`src/rtl/ras_stack.sv`:
```
// ============================================================================
// Module   : ras_stack
// Purpose  : Circular return-address stack for fetch-stage `jr $31` prediction.
//            Overwrites the oldest entry on overflow; flush discards all.
// Revision : 1.0  initial release
// ============================================================================
`default_nettype none

module ras_stack #(
  parameter int DEPTH = 8,
  parameter int AW    = 32
) (
  input  logic                       clk,
  input  logic                       rst,
  input  logic                       push,
  input  logic [AW-1:0]              push_addr,
  input  logic                       pop,
  input  logic                       flush,
  output logic [AW-1:0]              top_addr,
  output logic                       empty,
  output logic                       full,
  output logic [$clog2(DEPTH):0]     count,
  output logic                       overflow,
  output logic                       underflow
);

  localparam int                PTR_W      = $clog2(DEPTH);
  localparam int                CNT_W      = PTR_W + 1;
  localparam logic [CNT_W-1:0]  c_full_cnt = CNT_W'(DEPTH);

  logic [AW-1:0]    r_mem [DEPTH];
  logic [PTR_W-1:0] r_tp;
  logic [CNT_W-1:0] r_cnt;
  logic             r_overflow;
  logic             r_underflow;

  logic [PTR_W-1:0] w_tp_dec;
  logic [PTR_W-1:0] w_tp_inc;
  logic             w_is_empty;
  logic             w_is_full;
  logic             w_wr_en;
  logic [PTR_W-1:0] w_wr_idx;

  assign w_tp_dec   = r_tp - 1'b1;
  assign w_tp_inc   = r_tp + 1'b1;
  assign w_is_empty = (r_cnt == '0);
  assign w_is_full  = (r_cnt == c_full_cnt);

  // A push paired with a pop replaces the top entry in place, unless the
  // stack is empty, in which case it behaves as a plain push.
  assign w_wr_en  = !rst && !flush && push;
  assign w_wr_idx = (pop && !w_is_empty) ? w_tp_dec : r_tp;

  always_ff @(posedge clk) begin
    if (w_wr_en) begin
      r_mem[w_wr_idx] <= push_addr;
    end
  end

  always_ff @(posedge clk) begin
    if (rst) begin
      r_tp        <= '0;
      r_cnt       <= '0;
      r_overflow  <= 1'b0;
      r_underflow <= 1'b0;
    end else if (flush) begin
      r_tp        <= '0;
      r_cnt       <= '0;
      r_overflow  <= 1'b0;
      r_underflow <= 1'b0;
    end else begin
      r_overflow  <= 1'b0;
      r_underflow <= 1'b0;
      case ({push, pop})
        2'b10: begin
          r_tp <= w_tp_inc;
          if (w_is_full) begin
            r_overflow <= 1'b1;
          end else begin
            r_cnt <= r_cnt + 1'b1;
          end
        end
        2'b01: begin
          if (w_is_empty) begin
            r_underflow <= 1'b1;
          end else begin
            r_tp  <= w_tp_dec;
            r_cnt <= r_cnt - 1'b1;
          end
        end
        2'b11: begin
          if (w_is_empty) begin
            r_tp  <= w_tp_inc;
            r_cnt <= r_cnt + 1'b1;
          end
        end
        default: begin
        end
      endcase
    end
  end

  assign top_addr  = w_is_empty ? '0 : r_mem[w_tp_dec];
  assign empty     = w_is_empty;
  assign full      = w_is_full;
  assign count     = r_cnt;
  assign overflow  = r_overflow;
  assign underflow = r_underflow;

endmodule

`default_nettype wire

```
`config.mk`:
```
export PLATFORM = sky130hd
export DESIGN_NAME = ras_stack
export DESIGN_NICKNAME = d
export VERILOG_FILES = /design/src/rtl/ras_stack.sv
export SDC_FILE = /design/constraint.sdc
export NUM_CORES = 1
export LEC_CHECK = 0
export CAP_MARGIN = 15
export CORE_MARGIN = 5
export CORE_UTILIZATION = 50
export CTS_BUF_LIST = sky130_fd_sc_hd__clkbuf_16
export CTS_CLUSTER_SIZE = 28
export DETAILED_ROUTE_END_ITERATION = 8
export GPL_TIMING_DRIVEN = 0
export PLACE_DENSITY = 0.7
export SYNTH_ARGS = -nofsm -noshare
export SYNTH_HDL_FRONTEND = slang
export SYNTH_SLANG_ARGS = --single-unit
export TNS_END_PERCENT = 30
```
`constraint.sdc`:
```
create_clock -name clk -period 10.1 [get_ports clk]
set_input_delay 2.525 -clock clk [delete_from_list [all_inputs] [get_ports clk]]
set_output_delay 2.525 -clock clk [all_outputs]
set_load 0.05 [all_outputs]
```
==> summary.md, run 1 <==
| Metric | Value |
|---|---|
| Vias per cell | 5.78 |
| CP Class | flop to output pin |
| Worst hold path class | flop to flop |
| Clk buf depth | 3 |
| Htree depth | 1 |
| Synth Instances | 537 |
| Crit path from | r_tp[0]$_SDFFE_PP0P_ |
| CP required | 7580 ps |
| PostCTS Resize Cnt | 0 |
| # fillers | 1434 |
| Hold Fails Final Rpt | 0 |
| Global-route wire length before repair | between 30000 and 40000 um |
| Die height | roughly 150 um |
| Die area | 0.0238 sq mm |
| LEAKAGE | ~0.0040 uW |
| Pwr/cell area | 193 mW/mm^2 |
| Final TNS setup | 0 ps |
| Post-Synthesis Cell Area | between 0.01 and 0.015 sq mm |
| Worst hold start | r_tp[1]$_SDFFE_PP0P_ |
| CTS sink cnt | 265 |
| Area Growth Syn to Fin | 21.2% |
| RSZ-0062 raised after global routing | no |
| Crit start category | flop |
| Pin count of the biggest net entering global routing | 26 |
| Yosys top cell area share | 0.740 |
| Final Util | 0.618 |
| Pwr Total | 2430 uW |
| CTS tree | yes |
| # port buffers | 75 |
| Cells on Worst Hold Path | 2 |
| WL per Instance | 23.3 um |
| Post-synth ARST share | 0 |
| Post-route ant nets | 0 |
| Clock transition at the registers of the reported paths | 60 ps |
| Worst Path Arrival | 4090 ps |
| Final HPWL from detailed placement | 13200 um |
| Root buf cell | clkbuf_16 |
| NumNets Final | 688 |
| Global placer's final weighted congestion | approximately 0.75 |
| Final min period | around 6600 ps |
| Endpoints failing setup | 0 |
| Drt drc | 0 |
| Hold worst-path end | r_tp[1]$_SDFFE_PP0P_ |
| CP endpoint kind | output pin |
| Max Clk Rate | 0.151 GHz |
| Row cnt | 52 |
| Drt first pass iters | 5 |
| Hold_ws | 610 ps |
| Max Slew Vio Count | 0 |
| Area of the multi-input gates | about 0.0024 sq mm |
| Initial drt markers | 440 |
| Hold buffers post-CTS | 0 |
| Layout cell share with drive strength beyond 1 | 0.207 |
| Status | completed |
| Syn Area/Cell | 19.3 sq um |
| Final period utilization | 0.655 |
| Maximum Capacitance Violations | 0 |
| Register area | 0.00787 sq mm |
| Yosys warnings | 0 |
| Die Width | 154 um |
| Vias | 5419 |
| FF-to-FF Start | r_tp[0]$_SDFFE_PP0P_ |
| Final Skew | 17.7 ps |
| Slew margin rel. | 0.465 |
| Core Area | 0.0204 sq mm |
| Initial antenna violation count | 0 |
| Global Route Usage Sum | 0.188 |
| GRT overflow | 0 |
| Synth unique cells | 40 |
| Actual slew at the worst max-slew pin | 802 ps |
| Peak supply drop | roughly 0.12 mV |
| Synth Register Bits | around 270 |
| EDFF count, synth | 256 |
| Ant diodes | 0 |
| Largest area contributor in the netlist | edfxtp_1 |
| Ranking of synthesized cells by area | edfxtp_1 74%, mux4_2 14%, nand2_1 2.6% |
| Total CTS buffers | 26 |
| Final wirelength | 21900 um |
| Vias in the first global route | 5768 |
| Reg2Reg Depth | 11 |
| Worst r2r dst | r_mem[0][26]$_DFFE_PP_ |
| Skew-Pair Late Insertion Delay | around 530 ps |
| # Post-CTS Setup Buffers | 0 |
| Synth Net Count | 577 |
| Initial core utilization | 0.510 |
| Slack of the worst reg-to-reg path | 6190 ps |
| Register area share after synthesis | 0.758 |
| Crit path max fanout | 10 |
| Top_reg_cell synth | edfxtp_1 |
| I/O pin total | 77 |
-- worst max-delay path: stages (launching register included) --
cell             delay, ps
dfxtp_1                390
buf_4                  220
inv_1                  100
ha_1                   270
clkbuf_1               290
clkbuf_1               530
buf_2                  420
mux4_2                 250
nand2_1                 50
a21oi_1                210
clkdlybuf4s50_1        840
-- stage by stage --
stage / worst slack (ps) / cells / cell area, sq um
floorplan: 4720 / 537 / 10400
global placement: 3120 / 882 / 11500
detailed placement: 4000 / 890 / 11700
CTS: 3400 / 938 / 12600
global route: 3220 / 938 / 12600
finish: 3490 / 938 / 12600
-- synth_stat cells, drive strengths merged (2+ instances only) --
master    n
mux4     64
o21ai     4
buf      15
a21oi    36
inv       4
nor3      7
mux2      2
o311ai    2
dfxtp     9
or3       2
clkbuf   17
ha        3
nand2b    3
edfxtp  256
nand2    72
nor2     14
xnor2     5
mux2i     3
-- metal layers --
layer | share of wire | track usage | vias to the layer above
met5 | 0 | 0 | -
met4 | 0.021 | 0.0479 | 0
met3 | 0.070 | 0.0363 | 38
met2 | 0.51 | 0.319 | 218
met1 | 0.40 | 0.252 | 2789
li1 | - | - | 2374
-- power by group --
group	internal [uW]	switching, uW	total, uW	leakage (uW)
logic	85.3	139	224	0.00115
clock network	596	393	989	0.000451
registers	1220	3.04	1220	0.00238
-- logic make-up (layout without fill, tap and decap cells) --
family	count (synthesis)	count (layout)	share of synthesized area
adder cells (fa/ha/maj)	3	3	0.00361
AND/OR/NAND/NOR	106	106	0.0442
AO/OA/AOI/OAI	51	51	0.0301
buffers and inverters	37	168	0.0155
XOR/XNOR	6	6	0.00506
multiplexers	69	69	0.144
flip-flops	265	265	0.758
-- sequential cells by signal, summed over array words and instances, names as in the netlist --
| register | cells |
|---|---|
| r_mem | 256 |
| underflow | 1 |
| count | 4 |
| r_tp | 3 |
| overflow | 1 |
-- cell usage in the layout (no fill, tap or decap), drive strengths merged, types with 2 or more instances in the layout --
master         synthesis  final
edfxtp               256    256
clkdlybuf4s50          0     75
nand2                 72     72
mux4                  64     64
clkbuf                17     43
a21oi                 36     36
buf                   15     23
nor2                  14     14
clkinv                 1     13
dfxtp                  9      9
inv                    4      8
nor3                   7      7
xnor2                  5      5
bufinv                 0      5
o21ai                  4      4
nand2b                 3      3
mux2i                  3      3
ha                     3      3
mux2                   2      2
o311ai                 2      2
or3                    2      2
-- area by class of cell --
class	instances	area share
Tap cell	270	0.0268
Buffer	32	0.0113
Inverter	5	0.00149
Timing Repair Buffer	83	0.0724
Multi-Input combinational cell	235	0.192
Clock inverter	22	0.0189
Sequential cell	265	0.625
Clock buffer	26	0.0517
-- worst max path at each step --
stage                                  end  slack [ps]
detailed placement            top_addr[26]        4000
finish                        top_addr[26]        3490
floorplan            r_mem[2][0]$_DFFE_PP_        4720
global placement    r_mem[1][18]$_DFFE_PP_        3120
global route                  top_addr[26]        3220
CTS                           top_addr[26]        3400
Note: power is estimated with default switching activity, not from simulation.
==> inputs of run 2 (changes only) <==
PLACE_DENSITY = 0.72   (was 0.7)
clock period = 5.3 ns   (was 10.1 ns; I/O delays follow)
==> summary.md, run 2 (synthesized netlist as in run 1, its figures left out) <==
| Metric | Value |
|---|---|
| Post-route ant nets | 0 |
| Maximum Capacitance Violations | 0 |
| Vias | 5423 |
| Pint | 3560 uW |
| Finished Layout Cells | 940 |
| Initial drt markers | 448 |
| Number of flip-flops in the largest register | 256 |
| Drt drc | 0 |
| Actual slew at the worst max-slew pin | 691 ps |
| Placed Area | 0.0117 sq mm |
| Area Growth Syn to Fin | 21.3% |
| Hold buffers post-CTS | 0 |
| Skew-Pair Late Insertion Delay | 530 ps |
| Drt first pass iters | 4 |
| Global Route Usage Sum | 0.183 |
| Net Sw Power | approximately 1000 uW |
| Ant diodes | 0 |
| Final Util | 0.619 |
| Final Skew | 12.3 ps |
| WL per Instance | 23.1 um |
| NumNets Final | about 690 |
| Clock transition at the registers of the reported paths | 70 ps |
| CP required | 3970 ps |
| Initial core utilization | 0.510 |
| Die area | 0.0238 sq mm |
| Global-route wire length before repair | 33100 um |
| Core Area | 0.0204 sq mm |
| Status | completed |
| Register area | between 0.007 and 0.008 sq mm |
| Post-route cell area | 0.0126 sq mm |
| Slew margin rel. | 0.539 |
| Biggest register | r_mem |
| Flop pwr share | 0.506 |
| Sw Share | 0.225 |
| Final HPWL from detailed placement | 13400 um |
| Global placer's final weighted congestion | 0.756 |
| # port buffers | 75 |
| Htree depth | 1 |
| Max Slew Vio Count | 0 |
| Row cnt | 52 |
| Commonest cells after routing, fill and taps aside | 256 x edfxtp_1, 72 x nand2_1, 68 x clkdlybuf4s50_1 |
| Commonest non-fill, non-tap cell in the layout | edfxtp_1 |
| Die Width | 154 um |
| I/O pin total | 77 |
| Vias per cell | 5.77 |
| Worst hold path class | flop to flop |
| CTS tree | yes |
| # fillers | 1472 |
| Root buf cell | clkbuf_16 |
| Vias in the first global route | 5714 |
| CP endpoint kind | output pin |
| Pwr Total | around 4600 uW |
| Die height | 154 um |
| Layout cell share with drive strength beyond 1 | 0.221 |
| LEAKAGE | 0.00413 uW |
| GRT overflow | 0 |
| # Post-CTS Setup Buffers | 0 |
| CP Class | flop to output pin |
| Final min period | 5200 ps |
| CTS sink cnt | 265 |
| Final period utilization | 0.981 |
| Worst Path Arrival | 3870 ps |
| Clock network fraction of total power | 0.401 |
| Total CTS buffers | 27 |
| Placed Cells | about 900 |
| Crit path max fanout | 10 |
| Combinational power share | 0.093 |
| Area of the multi-input gates | between 0.002 and 0.0025 sq mm |
| Clk buf depth | 3 |
| RSZ-0062 raised after global routing | yes |
| Max Clk Rate | just under 0.2 GHz |
| Pwr/cell area | ~360 mW/mm^2 |
| Crit start category | flop |
| Hold Fails Final Rpt | 0 |
| Endpoints failing setup | 0 |
| PostCTS Resize Cnt | 9 |
| Final TNS setup | 0 ps |
| Peak supply drop | approximately 0.23 mV |
| Initial antenna violation count | 0 |
| Final wirelength | 21700 um |
| Pin count of the biggest net entering global routing | 25 |
run 2: changes by cell type in the layout (fill, tap and decap cells not counted), sizes merged:
cell,delta
clkdlybuf4s50,-7
inv,+2
buf,+1
clkinv,+1
bufinv,-2
dlymetal6s2s,+7
run 2: worst max-delay path: stages (launching register included):
cell and delay [ps]:
dfxtp_1 430, buf_4 240, inv_1 90, ha_1 190
clkbuf_1 190, xor2_1 420, buf_1 510, nand2_1 100
a21oi_1 290, clkdlybuf4s50_1 860
run 2: power by group through the flow:
stage / combinational, uW / sequential, uW / clock, uW
floorplan: 261 / 2370 / 0
global placement: 414 / 2370 / 0
detailed placement: 430 / 2370 / 0
CTS: 434 / 2320 / 1870
global route: 459 / 2320 / 1970
finish: 427 / 2320 / 1840
run 2: per-layer routing:
metal	part of all wire	wire length, um	track usage	vias up
li1	-	-	-	2379
met1	0.40	8620	0.240	2818
met2	0.51	11100	0.315	186
met3	0.068	1480	0.0371	40
met4	0.021	456	0.0521	0
met5	0	0	0	-
run 2: area by class of cell:
class	instances	area share
clock inverter	23	0.0157
inverter	5	0.00149
buffer	32	0.0123
timing repair buffer	83	0.0737
tap	270	0.0268
multi-input combinational	235	0.192
clock buffer	27	0.0536
sequential	265	0.625
run 2: final timing paths:
kind	endpoint	from	slack, ps	depth (start not counted)
setup / recovery	top_addr[3]	r_tp[0]$_SDFFE_PP0P_	100	9
hold / removal	r_tp[1]$_SDFFE_PP0P_	r_tp[1]$_SDFFE_PP0P_	650	2
setup reg to reg	r_mem[0][16]$_DFFE_PP_	r_tp[0]$_SDFFE_PP0P_	1550	11
hold reg to reg	r_tp[1]$_SDFFE_PP0P_	r_tp[1]$_SDFFE_PP0P_	650	2
run 2: through the flow:
stage	hold WS (ps)	setup slack (ps)
global route	689	-113
CTS	627	3.22
global placement	579	-485
floorplan	532	1120
detailed placement	615	376
finish	646	102
==> patch: new RTL, config.mk and constraints of run 2 <==
The parameter `DEPTH` goes from 8 to 16.
--- a/src/rtl/ras_stack.sv
+++ b/src/rtl/ras_stack.sv
@@ -7,7 +7,7 @@
 `default_nettype none
 
 module ras_stack #(
-  parameter int DEPTH = 8,
+  parameter int DEPTH = 16,
   parameter int AW    = 32
 ) (
   input  logic                       clk,
Interface: changed (resized count); port bits go from 77 to 78. No check against the original RTL was run, so the function may have changed too.
==> patch against run 2 <==
Total power increased by 94%. Final area increased by 92%. Area after synthesis increased by 97%. Sequential share of layout area increased by 2.0 points. Worst setup slack improved by 74 ps. Final cell count increased by 78%. First-iteration DRC count increased by 130%. Wire length increased by 100%. Sequential cell count increased by 258. Clock power increased by 82%. Critical endpoint is now top_addr[19]. Highest routed layer unchanged.
==> patch: results (changes against run 2) <==
* Ratio of cells with drive above 1 in the final layout at 0.284 (+0.0629)
* Buffers on Ports at 76 (+1.3%)
* Synth top area cells: edfxtp_1, mux4_2, mux2i_1
* Hold EP: count[2]$_SDFFE_PP0P_
* Status: finished, final reports clean
* Largest register FFs at 512 (+100%)
* First-pass GRT wire length at 66.2 mm (+100%)
* Via-to-Cell Ratio at 6.03 (+4.5%)
* Post-synthesis net count at 969 (+68%)
* Area of placed instances at 22600 um^2 (+94%)
* Global Route Usage Sum at 0.200 (+0.0165)
* DR WL/cell at 26.6 um (+15%)
* Post-synth EDFFs at 512 (+100%)
* Vias in the first global route at 10300 (+81%)
* Clk_lat worst skew at 590 ps (+60 ps)
* TritonCTS buffer count at 52 (+93%)
* Largest net degree at the start of global routing at 17 (-32%)
* Critical R2R Capture: r_mem[10][19]$_DFFE_PP_
* Crit path DAT at 3800 ps (-70 ps)
* Hold wc startpoint: count[2]$_SDFFE_PP0P_
* H-tree Lvls at 2 (+1)
* CP peak stage delay at 570 ps (-290 ps)
* Iteration-0 DRC count of the detailed router at 1021 (+130%)
* Register area share after synthesis at 0.764 (+0.00642)
* Clk_skew at 11.6 ps (-0.687 ps)
* Final #Nets at 1147 (+66%)
* Worst-margin pin slew at 1060 ps (+364 ps)
* Met3 global-route usage at 0.0283 (-0.00877)
* Complex-gate fraction of the synthesized area at 0.0249 (-0.00523)
* LEAKAGE at 7.98 nW (+93%)
* Met2 GRT Util at 0.328 (+0.0134)
* Synth Area in Adders at 0.00405 (+0.000431)
* Multiplexer share of the synthesized area at 0.178 (+0.0342)
* Unique masters post-synth at 47 (+18%)
* Worst vdd ir at 0.000294 V (+28%)
* RD Place Congestion at 0.776 (+2.6%)
* Met1 GRT Util at 0.291 (+0.0505)
* Most frequent cells after synthesis: edfxtp_1, mux4_2, mux2i_1
## patch: kinds of logic (layout without fill, tap and decap cells)
group	after synthesis	count (layout)
AOI/OAI and AO/OA	73	73
muxes	203	203
DFF	523	523
other	0	1
and+or+nand+nor	58	58
adders and majority gates	6	6
buffers and inverters	60	272
xor gates and xnor gates	3	3
## patch: timing repair
item,CTS,global route
buffers inserted,0,0
setup endpoints to repair,32,17
hold buffers,0,0
resized for setup,87,16
pin swaps,0,0
cloned,0,0
## patch: power breakdown
group | leakage (nW) | internal (mW) | switching, mW
registers | 4.70 | 4.57 | 0.0104
clock network | 0.787 | 1.86 | 1.48
logic | 2.50 | 0.370 | 0.619
## patch: worst max path at each step
stage	start	to	slack, ps	depth (start not counted)
CTS	r_tp[0]$_SDFFE_PP0P_	top_addr[21]	50	11
global placement	r_tp[0]$_SDFFE_PP0P_	r_mem[15][16]$_DFFE_PP_	-3360	10
global route	r_tp[0]$_SDFFE_PP0P_	top_addr[3]	20	11
finish	r_tp[0]$_SDFFE_PP0P_	top_addr[19]	180	11
floorplan	pop	r_mem[14][0]$_DFFE_PP_	250	5
detailed placement	r_tp[0]$_SDFFE_PP0P_	top_addr[31]	-590	11
## patch: metrics by stage
| stage | hold WS, ps | std cells | worst slack [ps] |
|---|---|---|---|
| 2_1_floorplan | 645 | 926 | 250 |
| 3_3_place_gp | 518 | 1534 | -3360 |
| 4_1_cts | 526 | 1668 | 53.6 |
| 6_report | 525 | 1671 | 176 |
| 5_1_grt | 562 | 1670 | 19.0 |
| 3_5_place_dp | 521 | 1580 | -592 |
## patch: final cells by class
class,count,area [um^2]
diodes,1,2.50
plain buffers,52,293
clock buffers,52,1300
clock inverters,36,223
fillers,2849,16400
inverters,8,30.0
multi-input cells,343,4700
flip-flops and latches,523,15600
well taps,532,666
repair buffers,124,1410
## patch: worst register-to-register path: stages (launching register included)
cell       delay [ps]
dfxtp_2           420
buf_6             230
clkbuf_4          250
inv_1             100
ha_1              290
buf_2             200
buf_4             230
a2111oi_0         480
a31oi_1           280
nor3_2            710
buf_6             260
buf_4             230
## patch: per-layer routing
layer  vias to the layer above  share of wire
li1                       4281              -
met1                      5339           0.42
met2                       407           0.50
met3                        50          0.065
met4                         0          0.016
met5                         -              0
